**src/rtl/uart_cmd_dispatch.sv**
```systemverilog
// ---------------------------------------------------------------------------
// uart_cmd_dispatch
//
// Purpose:
//   Parses framed commands out of a UART receiver byte stream and writes a
//   32-bit payload to one of NUM_CH destination channels.
//
//   Frame layout (one byte per receiver strobe):
//     0x4B, 0x4C, CH, D0, D1, D2, D3, CS
//   Payload is little-endian {D3,D2,D1,D0}. CS must equal CH^D0^D1^D2^D3 and
//   CH must be below NUM_CH, otherwise the frame is rejected.
//
// Optional feature:
//   UART_CMD_TIMEOUT_EN - when defined, a partial frame is abandoned after
//   TIMEOUT_CYC clk_50m cycles without a new byte. Abandoning after the
//   header has been seen counts as a rejected frame. When undefined there is
//   no timeout counter and a partial frame waits indefinitely.
//
// Ports:
//   clk_50m    in   1       system clock, 50 MHz
//   rst_n      in   1       asynchronous active-low reset
//   rx_done    in   1       receiver byte-valid level
//   rx_data    in   8       received byte, stable while rx_done is high
//   ch_data    out  32      payload of the last committed frame
//   ch_wr      out  NUM_CH  one-hot write strobe, one cycle per commit
//   busy       out  1       high whenever the parser is not hunting for 0x4B
//   frame_err  out  1       one-cycle pulse on a rejected frame
//   err_cnt    out  8       rejected-frame count, saturates at 255
//   state_dbg  out  4       current parser state, for observation only
// ---------------------------------------------------------------------------
module uart_cmd_dispatch #(
    parameter int NUM_CH      = 4,
    parameter int TIMEOUT_CYC = 50000
) (
    input  logic              clk_50m,
    input  logic              rst_n,
    input  logic              rx_done,
    input  logic [7:0]        rx_data,
    output logic [31:0]       ch_data,
    output logic [NUM_CH-1:0] ch_wr,
    output logic              busy,
    output logic              frame_err,
    output logic [7:0]        err_cnt,
    output logic [3:0]        state_dbg
);

    // Reject impossible configurations at elaboration.
    if (NUM_CH < 1 || NUM_CH > 8 || TIMEOUT_CYC < 1) begin : g_bad_param
        $error("uart_cmd_dispatch: NUM_CH must be 1..8 and TIMEOUT_CYC >= 1");
    end

    localparam logic [7:0] SYNC0    = 8'h4B;
    localparam logic [7:0] SYNC1    = 8'h4C;
    localparam logic [7:0] NUM_CH_B = 8'(NUM_CH);

    typedef enum logic [3:0] {
        S_HUNT_H0 = 4'd0,
        S_HUNT_H1 = 4'd1,
        S_CH      = 4'd2,
        S_D0      = 4'd3,
        S_D1      = 4'd4,
        S_D2      = 4'd5,
        S_D3      = 4'd6,
        S_CS      = 4'd7,
        S_COMMIT  = 4'd8
    } state_t;

    state_t      state;
    state_t      state_nx;

    logic        rx_done_q;
    logic        accept;
    logic [7:0]  ch_q;
    logic [31:0] data_sr;
    logic [7:0]  cs_acc;
    logic        frame_ok;
    logic        frame_bad;
    logic        to_hit;

    // Receiver handshake: there is no ready/backpressure. The receiver raises
    // rx_done with rx_data stable; exactly one byte is taken on the cycle the
    // level first rises, however long it stays high afterwards.
    assign accept = rx_done & ~rx_done_q;

`ifdef UART_CMD_TIMEOUT_EN
    localparam int              TO_W    = $clog2(TIMEOUT_CYC + 1);
    localparam logic [TO_W-1:0] TO_LAST = TO_W'(TIMEOUT_CYC - 1);

    logic [TO_W-1:0] to_cnt;

    // Idle cycles since the last accepted byte while a frame is open. COMMIT
    // is a single-cycle drain state and never times out.
    assign to_hit = !accept
                    && (state != S_HUNT_H0)
                    && (state != S_COMMIT)
                    && (to_cnt == TO_LAST);

    always_ff @(posedge clk_50m or negedge rst_n) begin
        if (!rst_n) begin
            to_cnt <= '0;
        end else if (accept || !busy || to_hit) begin
            to_cnt <= '0;
        end else begin
            to_cnt <= to_cnt + TO_W'(1);
        end
    end
`else
    assign to_hit = 1'b0;
`endif

    // ---------------- FSM: state register ----------------
    always_ff @(posedge clk_50m or negedge rst_n) begin
        if (!rst_n) begin
            state <= S_HUNT_H0;
        end else begin
            state <= state_nx;
        end
    end

    // ---------------- FSM: next state and frame verdict ----------------
    always_comb begin
        state_nx  = state;
        frame_ok  = 1'b0;
        frame_bad = 1'b0;
        case (state)
            S_HUNT_H0: begin
                if (accept && rx_data == SYNC0) state_nx = S_HUNT_H1;
            end
            S_HUNT_H1: begin
                if (accept) begin
                    if (rx_data == SYNC1) begin
                        state_nx = S_CH;
                    end else if (rx_data == SYNC0) begin
                        // A repeated first sync byte may itself start the frame.
                        state_nx = S_HUNT_H1;
                    end else begin
                        state_nx = S_HUNT_H0;
                    end
                end
            end
            S_CH: if (accept) state_nx = S_D0;
            S_D0: if (accept) state_nx = S_D1;
            S_D1: if (accept) state_nx = S_D2;
            S_D2: if (accept) state_nx = S_D3;
            S_D3: if (accept) state_nx = S_CS;
            S_CS: begin
                if (accept) begin
                    if (cs_acc == rx_data && ch_q < NUM_CH_B) begin
                        state_nx = S_COMMIT;
                        frame_ok = 1'b1;
                    end else begin
                        state_nx  = S_HUNT_H0;
                        frame_bad = 1'b1;
                    end
                end
            end
            S_COMMIT: begin
                // The commit cycle already behaves as the hunt state so a
                // byte arriving here is not lost.
                state_nx = (accept && rx_data == SYNC0) ? S_HUNT_H1 : S_HUNT_H0;
            end
            default: state_nx = S_HUNT_H0;
        endcase

        // Timeout only fires with no accept this cycle, so it never competes
        // with a checksum verdict. Losing sync after only the header bytes is
        // not treated as a broken frame.
        if (to_hit) begin
            state_nx  = S_HUNT_H0;
            frame_bad = (state != S_HUNT_H1);
        end
    end

    // ---------------- FSM: outputs ----------------
    always_comb begin
        busy      = (state != S_HUNT_H0);
        state_dbg = state;
        ch_wr     = '0;
        if (state == S_COMMIT) begin
            for (int i = 0; i < NUM_CH; i++) begin
                ch_wr[i] = (ch_q == 8'(i));
            end
        end
    end

    // ---------------- Datapath ----------------
    always_ff @(posedge clk_50m or negedge rst_n) begin
        if (!rst_n) begin
            rx_done_q <= 1'b0;
            ch_q      <= '0;
            data_sr   <= '0;
            cs_acc    <= '0;
            ch_data   <= '0;
            frame_err <= 1'b0;
            err_cnt   <= '0;
        end else begin
            rx_done_q <= rx_done;
            frame_err <= frame_bad;

            // frame_bad is a single flag, so coincident causes count once.
            if (frame_bad && err_cnt != 8'hFF) begin
                err_cnt <= err_cnt + 8'd1;
            end

            // Loaded on the edge into COMMIT; held otherwise.
            if (frame_ok) begin
                ch_data <= data_sr;
            end

            if (accept) begin
                case (state)
                    S_CH: begin
                        ch_q   <= rx_data;
                        cs_acc <= rx_data;
                    end
                    S_D0, S_D1, S_D2, S_D3: begin
                        // Shift in from the top: after D3 the register
                        // holds {D3,D2,D1,D0}.
                        data_sr <= {rx_data, data_sr[31:8]};
                        cs_acc  <= cs_acc ^ rx_data;
                    end
                    default: ;
                endcase
            end
        end
    end

endmodule

```
**config.mk**
```make
export PLATFORM = sky130hd
export DESIGN_NAME = uart_cmd_dispatch
export DESIGN_NICKNAME = d
export VERILOG_FILES = /design/src/rtl/uart_cmd_dispatch.sv
export SDC_FILE = /design/constraint.sdc
export NUM_CORES = 1
export LEC_CHECK = 0
export ABC_CLOCK_PERIOD_IN_PS = 3110
export BUFFER_PORTS_ARGS = -buffer_cell sky130_fd_sc_hd__buf_4
export CAP_MARGIN = 20
export CORE_ASPECT_RATIO = 0.7
export CORE_MARGIN = 2
export CORE_UTILIZATION = 40
export DETAILED_ROUTE_END_ITERATION = 12
export GPL_TIMING_DRIVEN = 0
export MAX_ROUTING_LAYER = met4
export PLACE_DENSITY = 0.56
export SYNTH_ARGS = -nofsm -noshare
export SYNTH_HDL_FRONTEND = slang
export SYNTH_SLANG_ARGS = --single-unit
```
**constraint.sdc**
```tcl
create_clock -name clk_50m -period 3.11 [get_ports clk_50m]
set_clock_uncertainty 0.2 [all_clocks]
set_input_delay 0.1555 -clock clk_50m [delete_from_list [all_inputs] [get_ports clk_50m]]
set_output_delay 0.1555 -clock clk_50m [all_outputs]
set_load 0.01 [all_outputs]
```
* Yosys cells after proc, flatten, opt, wreduce, memory -nomap -nowiden
Cells that the tools add are included.
** Storage, ports and cells
- Logic and storage cells :: 69
- Output and inout port bits :: 50
- Bits in registers :: 94
- Input bits :: 11
** Operators by class
- Multiplexer cells :: 21
- $lt $le $gt $ge :: 1
- Bitwise gates (word level) :: 3
- Reduce and logical (&&, ||, !) cells :: 12
- Equality and inequality tests :: 23
- Add/sub/neg operators :: 1
** Operators with widths (count)
- 4-bit 2-to-1 mux :: 10
- 4-bit one-hot mux with 9 select lines :: 1
- 4-bit by 3-bit == test with 1-bit output (second input constant) :: 4
- 8-bit by 2-bit == test with 1-bit output (second input constant) :: 2
- 8-bit by 7-bit == test with 1-bit output (second input constant) :: 2
- 2-bit != test (second input constant) :: 8
- 8-bit one-hot mux with 2 select lines :: 1
- 8-bit by 1-bit adder with 8-bit output (second input constant) :: 1
- 4-bit by 2-bit == test with 1-bit output (second input constant) :: 2
- 8-bit by 1-bit == test with 1-bit output (second input constant) :: 1
- 8-bit == test :: 1
- 8-bit logical NOT :: 1
- 8-bit by 3-bit < comparator with 1-bit output (second input constant) :: 1
- 1-bit 2-to-1 mux :: 8
- 8-bit != test (second input constant) :: 1
- 8-bit AND reduction :: 1
- 8-bit XOR :: 1
- 2-bit AND reduction :: 3
- 4-bit by 1-bit == test with 1-bit output (second input constant) :: 1
- 4-bit == test (second input constant) :: 1
- 4-bit logical NOT :: 1
- 4-bit nonzero test :: 1
- 4-bit OR reduction :: 1
- 1-bit logical AND :: 3
- other kinds (4) :: 4

* Depth between registers and ports, before layout
- Depth after elaboration :: 6
- Depth in mapped cells :: 7
- Mapped depth without buffers :: 5

* Worst setup path after synthesis
OpenSTA, ideal clock, no wires.
- Kind :: register -> register
- Start :: register ch_q[7]
- End :: register ch_data[10]
- Setup time :: 125 ps
- Required time :: 2785 ps
- Cell stages (with the launch flop) :: 7
- Path buffers :: 1
- Setup slack :: 919 ps
- Period minus slack after synthesis :: 2191 ps
- Arrival time :: 1866 ps
- Cells stage by stage :: dfrtp_1 or4_4 nor3_4 nand4_4 nor2_8 buf_12 mux2_4
** On the way
- Cells in the longest elaborated chain, start to end :: 5
** RTL lines
- start, declared :: line 73 : logic [7:0] ch_q;
- start signal, assigned :: line 213 : ch_q <= rx_data;
- 8-bit by 3-bit < comparator with 1-bit output :: line 148 : if (cs_acc == rx_data && ch_q < NUM_CH_B) begin
- 1-bit logical AND :: line 148
- 1-bit 2-to-1 mux :: line 148
- 1-bit 2-to-1 mux :: line 147 : if (accept) begin
- 1-bit 2-to-1 mux :: line 125 : case (state)
- end signal, assigned :: line 207 : ch_data <= data_sr;
- end, declared :: line 39 : output logic [31:0] ch_data,
No other way between the ends.
A chain may end at the register's enable or synchronous reset.

* Worst setup path in the final report
- Start :: register ch_q[7]
- End :: register ch_data[11]
The elaborated chain is that of the path after synthesis.

==> metrics.cfg <==
[status]
status = completed

[yosys]
synth_edf_count = 0
yosysTopAreaCellShare = 0.573
ys_seq_area_frac = 0.573
yosysMostFrequentCell = dfrtp_1
synth_cell_types = 40
synth_async_sr_flop_share = 1.00
synth.area.top_cells = dfrtp_1 57%, mux2_2 12%, mux2_4 11%
post-synth-top-area-cell = dfrtp_1
ys_seq_elements = 94
avgSynthCellArea_um2 = 14.4
synthCells = 286
synth_flop_cell = dfrtp_1
syn_nets = 298
netlist_top_cells_count = 94 x dfrtp_1, 45 x mux2_2, 29 x mux2_4
ys_warn_count = 0
syn_area_mm2 = 0.00411

[global_route]
grt_max_degree = 55
grt_overflow = 0
antenna_found_initial = 0
grt_pass1_vias = 2608
grt_pass1_wl_mm = 13.7
track_usage = 0.166

[layout]
nFillCells = 837
area_growth_pct = 26.4
nNetsFinal = 380
fin_util = 0.528
fin_area_mm2 = 0.00519
drive_gt1_frac = 0.458
layout.cells.non_filler = 501
diodes = 0

[critical_path]
critPathLaunchType = flop
max_stage_delay_ns = 0.55
crit_path_end_kind = flop
critPathBufInv = 1
crit_arrival_ns = 2.42
crit_family = simple AND/OR/NAND/NOR gates
worst-path-max-fanout = 10
r2r_end = ch_data[11]$_DFFE_PN0P_
required_ns = 3.14
worst_path_max_delay_cell = or4_4
rr_worst_depth = 6
ff2ff_setup_slack_ns = 0.71
r2r-start = ch_q[7]$_DFFE_PN0P_
cp_cell_sequence = or4_4 -> nor3_4 -> nand4_4 -> nor2_8 -> buf_12 -> mux2_4
critical_path_class = flop to flop
worstSetupPathDepth = 6

[timing]
fin_crit_sh = 0.771
fin_tns_setup_ns = 0
worstMarginPinSlew_ns = 0.565
drv_slew = 0
fmax_mhz = 417
worst_slack_ns = 0.711
period_needed_ns = 2.40
whs_ns = 0.154
finalHoldViolations = 0
timing.slew.headroom = 0.618
rsz0062_at_grt = false
setup_viol = 0

[clocking]
post_cts_buffers = 0
cts_buffers = 9
cts.sinks = 94
cts_htree_levels = 3
cts_max_path_buffers = 2
cts-root-buf = clkbuf_16
clkLatencyLatePin_ns = 0.34
cts_tree = yes
clk_pin_slew_ns = 0.07

[pwr]
power.density_mw_per_mm2 = 727
swShare = 0.276
total_power_mw = 3.77
leakage_nw = 2.46
pwr-share-clk = 0.336
irDropWorstVdd_uv = 324
internal_power_mw = 2.73
p_sw_mw = 1.04
power_frac_comb = 0.194
power_frac_seq = 0.470

[detailed_routing]
via_per_inst = 5.15
drt_wl_total_mm = 8.30
wire_per_inst_um = 16.6
antenna_left = 0
first_pass_iters = 4
via_count = 2580
drtIter0Drc = 154
drcViolationCount = 0

[die]
dieHeight_um = 88.8
io_pins = 61
rows = 30
start_util = 0.418
chipWidth_um = 125
core_mm2 = 0.00983
die_area_mm2 = 0.0111

[worst_hold_path]
hold_path_class = input pin to asynchronous set/reset pin

[placement]
placed_cell_area_mm2 = 0.00475
pre_cts_ws_ns = 0.704
io_buffers = 60
hpwl_mm = 5.56
routabilityCongestion = 0.786
dp.cells = 475

[run]
maxCapViolations = 0

-- layout by cell type (no fill, tap or decap), types with 2 or more instances in the layout --
cell / instances
a21oi_1: 14
a311oi_1: 8
a41oi_1: 3
buf_12: 3
buf_2: 8
buf_4: 60
bufinv_16: 3
clkbuf_1: 3
clkbuf_16: 9
clkinv_4: 2
dfrtp_1: 94
dlygate4sd3_1: 10
inv_1: 3
mux2_2: 45
mux2_4: 29
nand2_1: 5
nand2b_1: 2
nand3_1: 5
nand3b_1: 3
nand4_1: 4
nor2_1: 17
nor2b_1: 2
nor3_1: 7
nor3b_1: 2
nor4b_1: 2
xor2_1: 8
-- worst reg2reg max path, cell delays in order, from the launching register on --
cell	delay (ns)
dfrtp_1	0.39
or4_4	0.55
nor3_4	0.22
nand4_4	0.20
nor2_8	0.24
buf_12	0.19
mux2_4	0.31
-- timing repair --
item	CTS	global route
hold buffers	10	0
endpoints found under the hold margin	66	0
gates resized for setup	0	0
-- sequential cells by signal, indices dropped and copies added, names as in the netlist --
register   cells
ch_q           8
data_sr       32
err_cnt        8
rx_done_q      1
ch_data       32
frame_err      1
state_dbg      4
cs_acc         8
-- layout make-up --
class / instances / area [um^2] / area share
tap: 128 / 160 / 0.0308
inverter: 3 / 11.3 / 0.00217
buffer: 14 / 111 / 0.0214
clock buffer: 9 / 225 / 0.0434
clock inverter: 7 / 121 / 0.0234
timing repair buffer: 71 / 578 / 0.111
multi-input combinational: 175 / 1630 / 0.314
sequential: 94 / 2350 / 0.453
-- worst max-delay path by stage --
stage                              from                 endpoint  slack [ns]
3_3_place_gp        ch_q[7]$_DFFE_PN0P_   ch_data[8]$_DFFE_PN0P_        0.71
5_1_grt        state_dbg[0]$_DFFE_PN0P_    cs_acc[2]$_DFFE_PN0P_        0.59
6_report            ch_q[7]$_DFFE_PN0P_  ch_data[11]$_DFFE_PN0P_        0.71
2_1_floorplan       ch_q[7]$_DFFE_PN0P_  ch_data[10]$_DFFE_PN0P_        0.92
3_5_place_dp        ch_q[7]$_DFFE_PN0P_   ch_data[4]$_DFFE_PN0P_        0.70
4_1_cts             ch_q[7]$_DFFE_PN0P_   ch_data[4]$_DFFE_PN0P_        0.68
-- cell families after synthesis --
logic type | count (synthesis) | share of synthesized area
adders and majority gates | 1 | 0.00305
DFF | 94 | 0.573
xor gates and xnor gates | 9 | 0.0192
muxes | 75 | 0.232
and+or+nand+nor | 59 | 0.0905
AOI/OAI and AO/OA | 31 | 0.0530
buffers and inverters | 17 | 0.0299
-- layer usage --
metal,vias up,track usage,part of all wire
met2,47,0.234,0.43
met3,12,0.0435,0.040
met4,0,0.0646,0.015
li1,1216,-,-
met5,-,-,0
met1,1305,0.229,0.52
-- power by group through the flow --
stage / Clock, mW / Combinational [mW] / Sequential [mW]
floorplan: 0 / 0.527 / 1.73
global placement: 0 / 0.697 / 1.79
detailed placement: 0 / 0.725 / 1.80
CTS: 1.30 / 0.740 / 1.78
global route: 1.35 / 0.810 / 1.82
finish: 1.27 / 0.732 / 1.77
Note: power is estimated with default switching activity, not from simulation.
